--- src/rtl/wake_sequencer.sv ---
// Turns the classifier's per-frame class stream into a debounced, time-limited host wake pulse with a refractory period.
// Wake rises one cycle after the confirming last beat; ready_o is high from the cycle after reset and never back-pressures.
module wake_sequencer #(
   parameter int NUM_CLASSES    = 3,
   parameter int WAKE_CLASS     = 0,
   parameter int CONFIRM_FRAMES = 2,
   parameter int HOLD_LEN       = 1024,
   parameter int COOLDOWN_LEN   = 256
) (
   input  logic                   clk_i,
   input  logic                   rst_i,
   input  logic [NUM_CLASSES-1:0] data_i,
   input  logic                   valid_i,
   input  logic                   last_i,
   output logic                   ready_o,
   input  logic                   wake_ack_i,
   output logic                   wake_o,
   output logic [1:0]             state_o,
   output logic [7:0]             wake_count_o
);

   localparam int MAX_LEN = (HOLD_LEN > COOLDOWN_LEN) ? HOLD_LEN : COOLDOWN_LEN;
   localparam int CTR_W   = $clog2(MAX_LEN + 1);
   localparam int CNT_W   = $clog2(CONFIRM_FRAMES + 1);

   localparam logic [CTR_W-1:0] HOLD_LAST    = CTR_W'(HOLD_LEN - 1);
   localparam logic [CTR_W-1:0] COOL_LAST    = CTR_W'((COOLDOWN_LEN > 0) ? COOLDOWN_LEN - 1 : 0);
   localparam logic [CNT_W-1:0] CONFIRM_LAST = CNT_W'(CONFIRM_FRAMES - 1);

   typedef enum logic [1:0] {
      ST_LISTEN   = 2'd0,
      ST_WAKE     = 2'd1,
      ST_COOLDOWN = 2'd2
   } state_t;

   state_t           state;
   logic             flag;
   logic [CNT_W-1:0] confirm;
   logic [CTR_W-1:0] timer;
   logic             accept;
   logic             hit;
   logic             unused_classes;

   assign accept  = valid_i & ready_o;
   assign hit     = data_i[WAKE_CLASS];
   assign state_o = state;

   // Only the wake-class bit matters; the other class flags are deliberately ignored.
   assign unused_classes = ^data_i;

   always_ff @(posedge clk_i) begin
      if (rst_i) begin
         state        <= ST_LISTEN;
         wake_o       <= 1'b0;
         ready_o      <= 1'b0;
         wake_count_o <= 8'd0;
         flag         <= 1'b0;
         confirm      <= '0;
         timer        <= '0;
      end else begin
         ready_o <= 1'b1;
         case (state)
            ST_LISTEN: begin
               wake_o <= 1'b0;
               if (accept) begin
                  if (last_i) begin
                     flag <= 1'b0;
                     if (flag | hit) begin
                        if (confirm == CONFIRM_LAST) begin
                           state   <= ST_WAKE;
                           wake_o  <= 1'b1;
                           confirm <= '0;
                           timer   <= '0;
                           if (wake_count_o != 8'hFF)
                              wake_count_o <= wake_count_o + 8'd1;
                        end else begin
                           confirm <= confirm + CNT_W'(1);
                        end
                     end else begin
                        confirm <= '0;
                     end
                  end else if (hit) begin
                     flag <= 1'b1;
                  end
               end
            end

            ST_WAKE: begin
               flag    <= 1'b0;
               confirm <= '0;
               // timer counts completed high cycles; the last one ends on this edge.
               if (wake_ack_i || (timer == HOLD_LAST)) begin
                  wake_o <= 1'b0;
                  timer  <= '0;
                  state  <= (COOLDOWN_LEN > 0) ? ST_COOLDOWN : ST_LISTEN;
               end else begin
                  wake_o <= 1'b1;
                  timer  <= timer + CTR_W'(1);
               end
            end

            ST_COOLDOWN: begin
               flag    <= 1'b0;
               confirm <= '0;
               wake_o  <= 1'b0;
               if (timer == COOL_LAST) begin
                  timer <= '0;
                  state <= ST_LISTEN;
               end else begin
                  timer <= timer + CTR_W'(1);
               end
            end

            default: begin
               state   <= ST_LISTEN;
               wake_o  <= 1'b0;
               flag    <= 1'b0;
               confirm <= '0;
               timer   <= '0;
            end
         endcase
      end
   end

endmodule

--- config.mk ---
export PLATFORM = sky130hd
export DESIGN_NAME = wake_sequencer
export DESIGN_NICKNAME = d
export VERILOG_FILES = /design/src/rtl/wake_sequencer.sv
export SDC_FILE = /design/constraint.sdc
export NUM_CORES = 1
export LEC_CHECK = 0
export ABC_CLOCK_PERIOD_IN_PS = 1500
export CAP_MARGIN = 20
export CORE_MARGIN = 10
export CORE_UTILIZATION = 30
export CTS_CLUSTER_DIAMETER = 80
export DETAILED_ROUTE_END_ITERATION = 10
export GPL_TIMING_DRIVEN = 0
export PLACE_DENSITY = 0.53
export SYNTH_ARGS = -nofsm -noshare
export SYNTH_HDL_FRONTEND = slang
export SYNTH_SLANG_ARGS = --single-unit
--- constraint.sdc ---
create_clock -name clk_i -period 1.5 [get_ports clk_i]
set_input_delay 0.3 -clock clk_i [delete_from_list [all_inputs] [get_ports clk_i]]
set_output_delay 0.3 -clock clk_i [all_outputs]
set_load 0.03 [all_outputs]
==> results of run 1 <==
==> layout make-up <==
class,count,area share
well taps,70,0.0388
plain buffers,8,0.0349
multi-input cells,131,0.519
inverters,8,0.0155
repair buffers,29,0.111
clock buffers,4,0.0293
flip-flops and latches,26,0.251
==> state kept, by name, summed over array words and instances, names as in the netlist <==
register and cells:
timer 11, wake_count_o 8, confirm 2, state_o 2, flag 1, ready_o 1
wake_o 1
==> synthesized netlist by cell type (3+ instances only) <==
library cell,count
a31oi_1,4
nand2b_1,4
ha_1,6
nor3_1,3
and4_1,5
and3_1,3
a21oi_1,7
o211ai_1,10
nand2_1,16
nand4_1,3
dfxtp_1,26
inv_1,7
o21ai_0,5
buf_2,3
o41ai_1,3
o31ai_1,3
nand3_1,10
nor2_1,5
o2111ai_1,4
buf_6,5
==> logic make-up (layout without fill, tap and decap cells) <==
group	Yosys count	count (layout)
simple gates	68	68
compound gates	55	56
flops	26	26
buf+inv	18	49
fa+ha+maj	6	6
mux	1	1
==> routing by layer <==
layer / vias up / part of all wire / track usage
met4: 0 / 0.017 / 0.0347
met2: 22 / 0.49 / 0.165
met3: 9 / 0.031 / 0.0224
li1: 754 / - / -
met5: - / 0 / 0
met1: 771 / 0.46 / 0.134
==> worst paths after layout <==
kind | startpoint | to | slack [ps] | cells past startpoint
setup reg to reg | state_o[1]$_SDFFE_PP0P_ | timer[5]$_SDFFE_PP0P_ | -130 | 6
setup / recovery | state_o[1]$_SDFFE_PP0P_ | timer[5]$_SDFFE_PP0P_ | -130 | 6
hold reg to reg | confirm[1]$_SDFFE_PP0P_ | confirm[1]$_SDFFE_PP0P_ | 500 | 1
hold / removal | confirm[1]$_SDFFE_PP0P_ | confirm[1]$_SDFFE_PP0P_ | 500 | 1
==> through the flow <==
step / area (um2) / std cells / hold slack, ps
final: 2260 / 276 / 495
after global placement: 1940 / 261 / 475
after floorplan: 1690 / 174 / 402
after detailed placement: 1940 / 261 / 474
after CTS: 2130 / 273 / 492
after global routing: 2260 / 276 / 523
==> critical path, cell delays in order (launching register included) <==
cell      delay, ps
dfxtp_4         390
inv_4            50
ha_4            290
nand2b_4         60
a311oi_4        400
o21ai_4         140
o311ai_2        220
==> report_power, final <==
group / internal, uW / switching, uW
Sequential: 679 / 3.15
Clock: 291 / 254
Combinational: 34.5 / 47.2
Total: 1000 / 304
==> what timing repair did <==
action                                  4_1_cts  5_1_grt
hold buffers                                  0        0
setup buffers                                 7        2
gates cloned                                  2        2
endpoints found under the setup margin       32       18
pin swaps                                    17       25
hold endpoints to repair                      0        0
resized for setup                            38       32
==> metrics.yaml, run 1 <==
fillCellCount: 518
final_core_util: 0.437
crit_path_end_kind: "flop"
synthMuxAreaShare: 0.00618
gp_congestion: 0.814
die-area_um2: 8740
violations: "negative setup slack"
antenna_found_initial: 0
drc: 0
htree_levels: 1
worstPathArrival_ps: 1820
dp_hpwl_um: 3020
slew_viol_final: 0
final_nets: 221
fin_skew_ps: 2.44
hold_viol: 0
synth_area_um2: 1620
grt_pass1_vias: 1554
setup_ws_ps: -128
status: "finished, violations left"
top_level_ports: 20
cts_tree: "yes"
synth.distinct_cells: 55
synth_top_family_by_area: "compound AO/OA/AOI/OAI gates"
start_util: 0.313
drt_pass1_iterations: 6
fmax_mhz: 614
critical_path_required_ps: 1690
cts.sinks: 26
yosys.area.top_type: "dfxtp_1"
seq_area_um2: 568
period_share: 1.09
slew_headroom: 0.602
grt_overflow: 0
clkSlewWorstSetupHoldPaths_ps: 100
final_cell_mix: "nand2_1 (15), dlygate4sd2_1 (15), dfxtp_2 (11)"
ant_nets: 0
syn2layout_area_growth_pct: 39.6
synth_compound_area_frac: 0.300
drive_above_1_share: 0.427
synth_fa_ha_area_frac: 0.0464
synth_edf_count: 0
die-height_um: 93.5
first_iter_violations: 40
p_per_area_nw_per_um2: 579
synth_top_area_share: 0.321
root_buffer: "clkbuf_8"
synth-xor-area-share: 0
ys_warn_count: 0
routedWlPerCell_um: 16.7
routed_wl_um: 4600
multi_input_area_um2: 1170
die_x_um: 93.5
cts_buffers: 3
rsz0062_at_grt: "yes"
syn-num-nets: 188
hold_class: "flop to flop"
port_buffers: 17
synth-async-reset-ratio: 0
worst_pin_slew_ps: 597
critical_path.max_fanout: 4
start_kind: "flop"
grt_first_pass_wirelength_um: 7610
avgSynthCellArea_um2: 9.30
cellLeakagePower_uw: 0.000740
syn_inst: 174
rows: 26
core_um2: 5170
synth_top_flop_cell: "dfxtp_1"
grt_max_degree: 16
finalPower_uw: 1310
synthSimpleGateAreaFrac: 0.257
ir_drop_uv: 397
clock_latency_ps: 280
avgViaCountPerCell: 5.64
finalSetupTns_ps: -929
vias: 1556
clockBufferDepth: 2
cap_violations: 0
post-place-ws_ps: -524
yosysSeqAreaShare: 0.321
setup_violations: 11
crit_type: "flop to flop"
finalCriticalPeriod_ps: 1630
grtUsageTotal: 0.103
synth.area.top_cells: "dfxtp_1 (32%), ha_1 (4.6%), o211ai_1 (4.6%)"
diodes: 0
synth-seq-cells: 26
(Power assumes the default switching activity.)
==> run 2: changes to the inputs <==
Settings changed: CORE_ASPECT_RATIO set to 1.5.
==> run 2 against run 1 <==
The run still ends with negative setup slack left. Die area is 0.69% higher. Wire length shrank 1.6%. Combinational power rose by 8.1%. Maximum frequency rose by 2.0%. Worst setup slack improved by 32 ps. Non-clock buffer count is 5 higher. Clock skew is 7.6 ps higher. Largest cell class unchanged. Largest power group unchanged.
==> metrics.yaml, run 2 (same netlist as run 1, synthesis figures left out) <==
status: "finished, violations left"
violations: "negative setup slack"
die-height_um: 110  # +18%
stdcell_count: 279  # +1.1%
crit_type: "flop to flop"
syn2layout_area_growth_pct: 41.0
worstPathArrival_ps: 1790  # -30 ps
dp_hpwl_um: 3130  # +3.8%
die_x_um: 80.0  # -14%
avgViaCountPerCell: 5.62  # -0.25%
r2r-start: "state_o[1]$_SDFFE_PP0P_"
hold_viol: 0  # unchanged
first_iter_violations: 86  # +110%
cts_tree: "yes"
dp_cells: 259  # -0.77%
cts_hold_buf: 0  # unchanged
core_um2: 5200  # +0.63%
period_share: 1.06  # -0.0216
worst_pin_slew_ps: 499  # -97.8 ps
rsz0062_at_grt: "yes"
p_clk_frac: 0.357  # -0.059
min-delay-start: "data_i[0]"
grt_pass1_vias: 1593  # +2.5%
fin_area_um2: 2280  # +1.0%
grtUsageTotal: 0.105  # +0.00115
root_buffer: "clkbuf_8"
finalCriticalPeriod_ps: 1600  # -32.3 ps
grt_first_pass_wirelength_um: 7520  # -1.2%
largest_reg_flops: 11  # unchanged
reg_top3: "timer x11, wake_count_o x8"
critPathSlowestCell: "dfxtp_4"
sw_frac_of_total: 0.241  # +0.00843
cpLargestDelayFamily: "compound AO/OA/AOI/OAI gates"
htree_levels: 1  # unchanged
min_path_cells: 3  # +2
cts.sinks: 26  # unchanged
rows: 32  # +23%
p_per_area_nw_per_um2: 523  # -9.6%
ant_nets: 0  # unchanged
hold_ws_ps: 488  # -6.59 ps
power_frac_seq: 0.569  # +0.048
post-place-ws_ps: -512  # +12.5 ps
largest_register: "timer"
top_level_ports: 20  # unchanged
vias: 1569  # +0.84%
critical_path.max_fanout: 5  # +1
p_comb_frac: 0.074  # +0.012
final_core_util: 0.438  # +0.00160
port_buffers: 17  # unchanged
critical_path_required_ps: 1690  # about the same
grt_max_degree: 15  # -1
clock_latency_ps: 280  # about the same
start_util: 0.311  # -0.00196
setup_ws_ps: -95.9  # +32.3 ps
cts_buffers: 3  # unchanged
crit_chain: "inv_4 > ha_4 > nand2b_4 > a311oi_4 > buf_4 > o21ai_1 > o211ai_1"
drc: 0  # unchanged
cellLeakagePower_uw: 0.000770  # +4.1%
antenna_found_initial: 0  # unchanged
slew_headroom: 0.667  # +0.0652
routed_wl_um: 4520  # -1.6%
clockBufferDepth: 2  # unchanged
startpoint: "state_o[1]$_SDFFE_PP0P_"
crit_cells: 7  # +1
grt_overflow: 0  # unchanged
critical_path_buf_inv_count: 2  # +1
drive_above_1_share: 0.441  # +0.0136
start_kind: "flop"
p_int_uw: 907  # -9.7%
drt_pass1_iterations: 4  # -2
hold_class: "input port to flop"
slew_viol_final: 0  # unchanged
final_cell_mix: "buf_4 (16), dlygate4sd2_1 (16), nand2_1 (15)"
diodes: 0  # unchanged
clkSlewWorstSetupHoldPaths_ps: 100  # about the same
routedWlPerCell_um: 16.2  # -2.7%
fmax_mhz: 627  # +2.0%
p_switching_uw: 288  # -5.4%
reg2reg_depth: 7  # +1
dpl-instance-area_um2: 1940  # -0.13%
final_nets: 226  # +2.3%
setup_violations: 8  # -3
crit_path_end_kind: "flop"
cpPeakStageDelay_ps: 390  # about the same
gp_congestion: 0.819  # +0.69%
die-area_um2: 8800  # +0.69%
fin_skew_ps: 10.1  # +7.62 ps
cap_violations: 0  # unchanged
ir_drop_uv: 346  # -13%
==> run 2: through the flow <==
stage	power (uW)	TNS, ps
2_1_floorplan	749	-14.4
3_3_place_gp	778	-9470
3_5_place_dp	780	-9880
4_1_cts	1200	-757
5_1_grt	1250	-1500
6_report	1190	-614
==> run 2: worst register-to-register path: stages (launching register included) <==
cell      delay (ps)
dfxtp_4          390
inv_4             50
ha_4             290
nand2b_4          60
a311oi_4         370
buf_4            210
o21ai_1           70
o211ai_1          90
==> run 2: final timing paths <==
kind,to,slack [ps]
worst min register to register,confirm[1]$_SDFFE_PP0P_,490
worst max register to register,timer[2]$_SDFFE_PP0P_,-100
worst min-delay path,flag$_SDFFE_PP0P_,490
worst max-delay path,timer[2]$_SDFFE_PP0P_,-100
==> run 2: timing repair <==
item / in CTS / in global routing
pin swaps: 12 / 16
cloned: 2 / 1
resized for setup: 44 / 26
setup buffers: 7 / 8
endpoints found under the setup margin: 32 / 20
==> run 2: power groups by stage <==
stage,Combinational (uW),Sequential [uW],Clock (uW)
3_3_place_gp,69.8,708,0
2_1_floorplan,36.9,712,0
6_report,88.2,680,427
4_1_cts,78.1,689,436
3_5_place_dp,71.4,709,0
5_1_grt,94.9,681,472
==> run 2: cell type report <==
type	count	area, um2
Inverter	8	36.3
Tap cell	68	85.1
Buffer	8	78.8
Fill cell	540	2920
Multi-Input combinational cell	131	1190
Clock buffer	4	45.0
Timing Repair Buffer	34	275
Sequential cell	26	573
==> run 2: per-layer routing <==
layer  vias to the layer above  routed length [um]  global-route usage
li1                        763                   -                   -
met1                       760                1770               0.107
met4                         0                  93              0.0379
met2                        37                2460               0.199
met3                         9                 199              0.0251
met5                         -                   0                   0
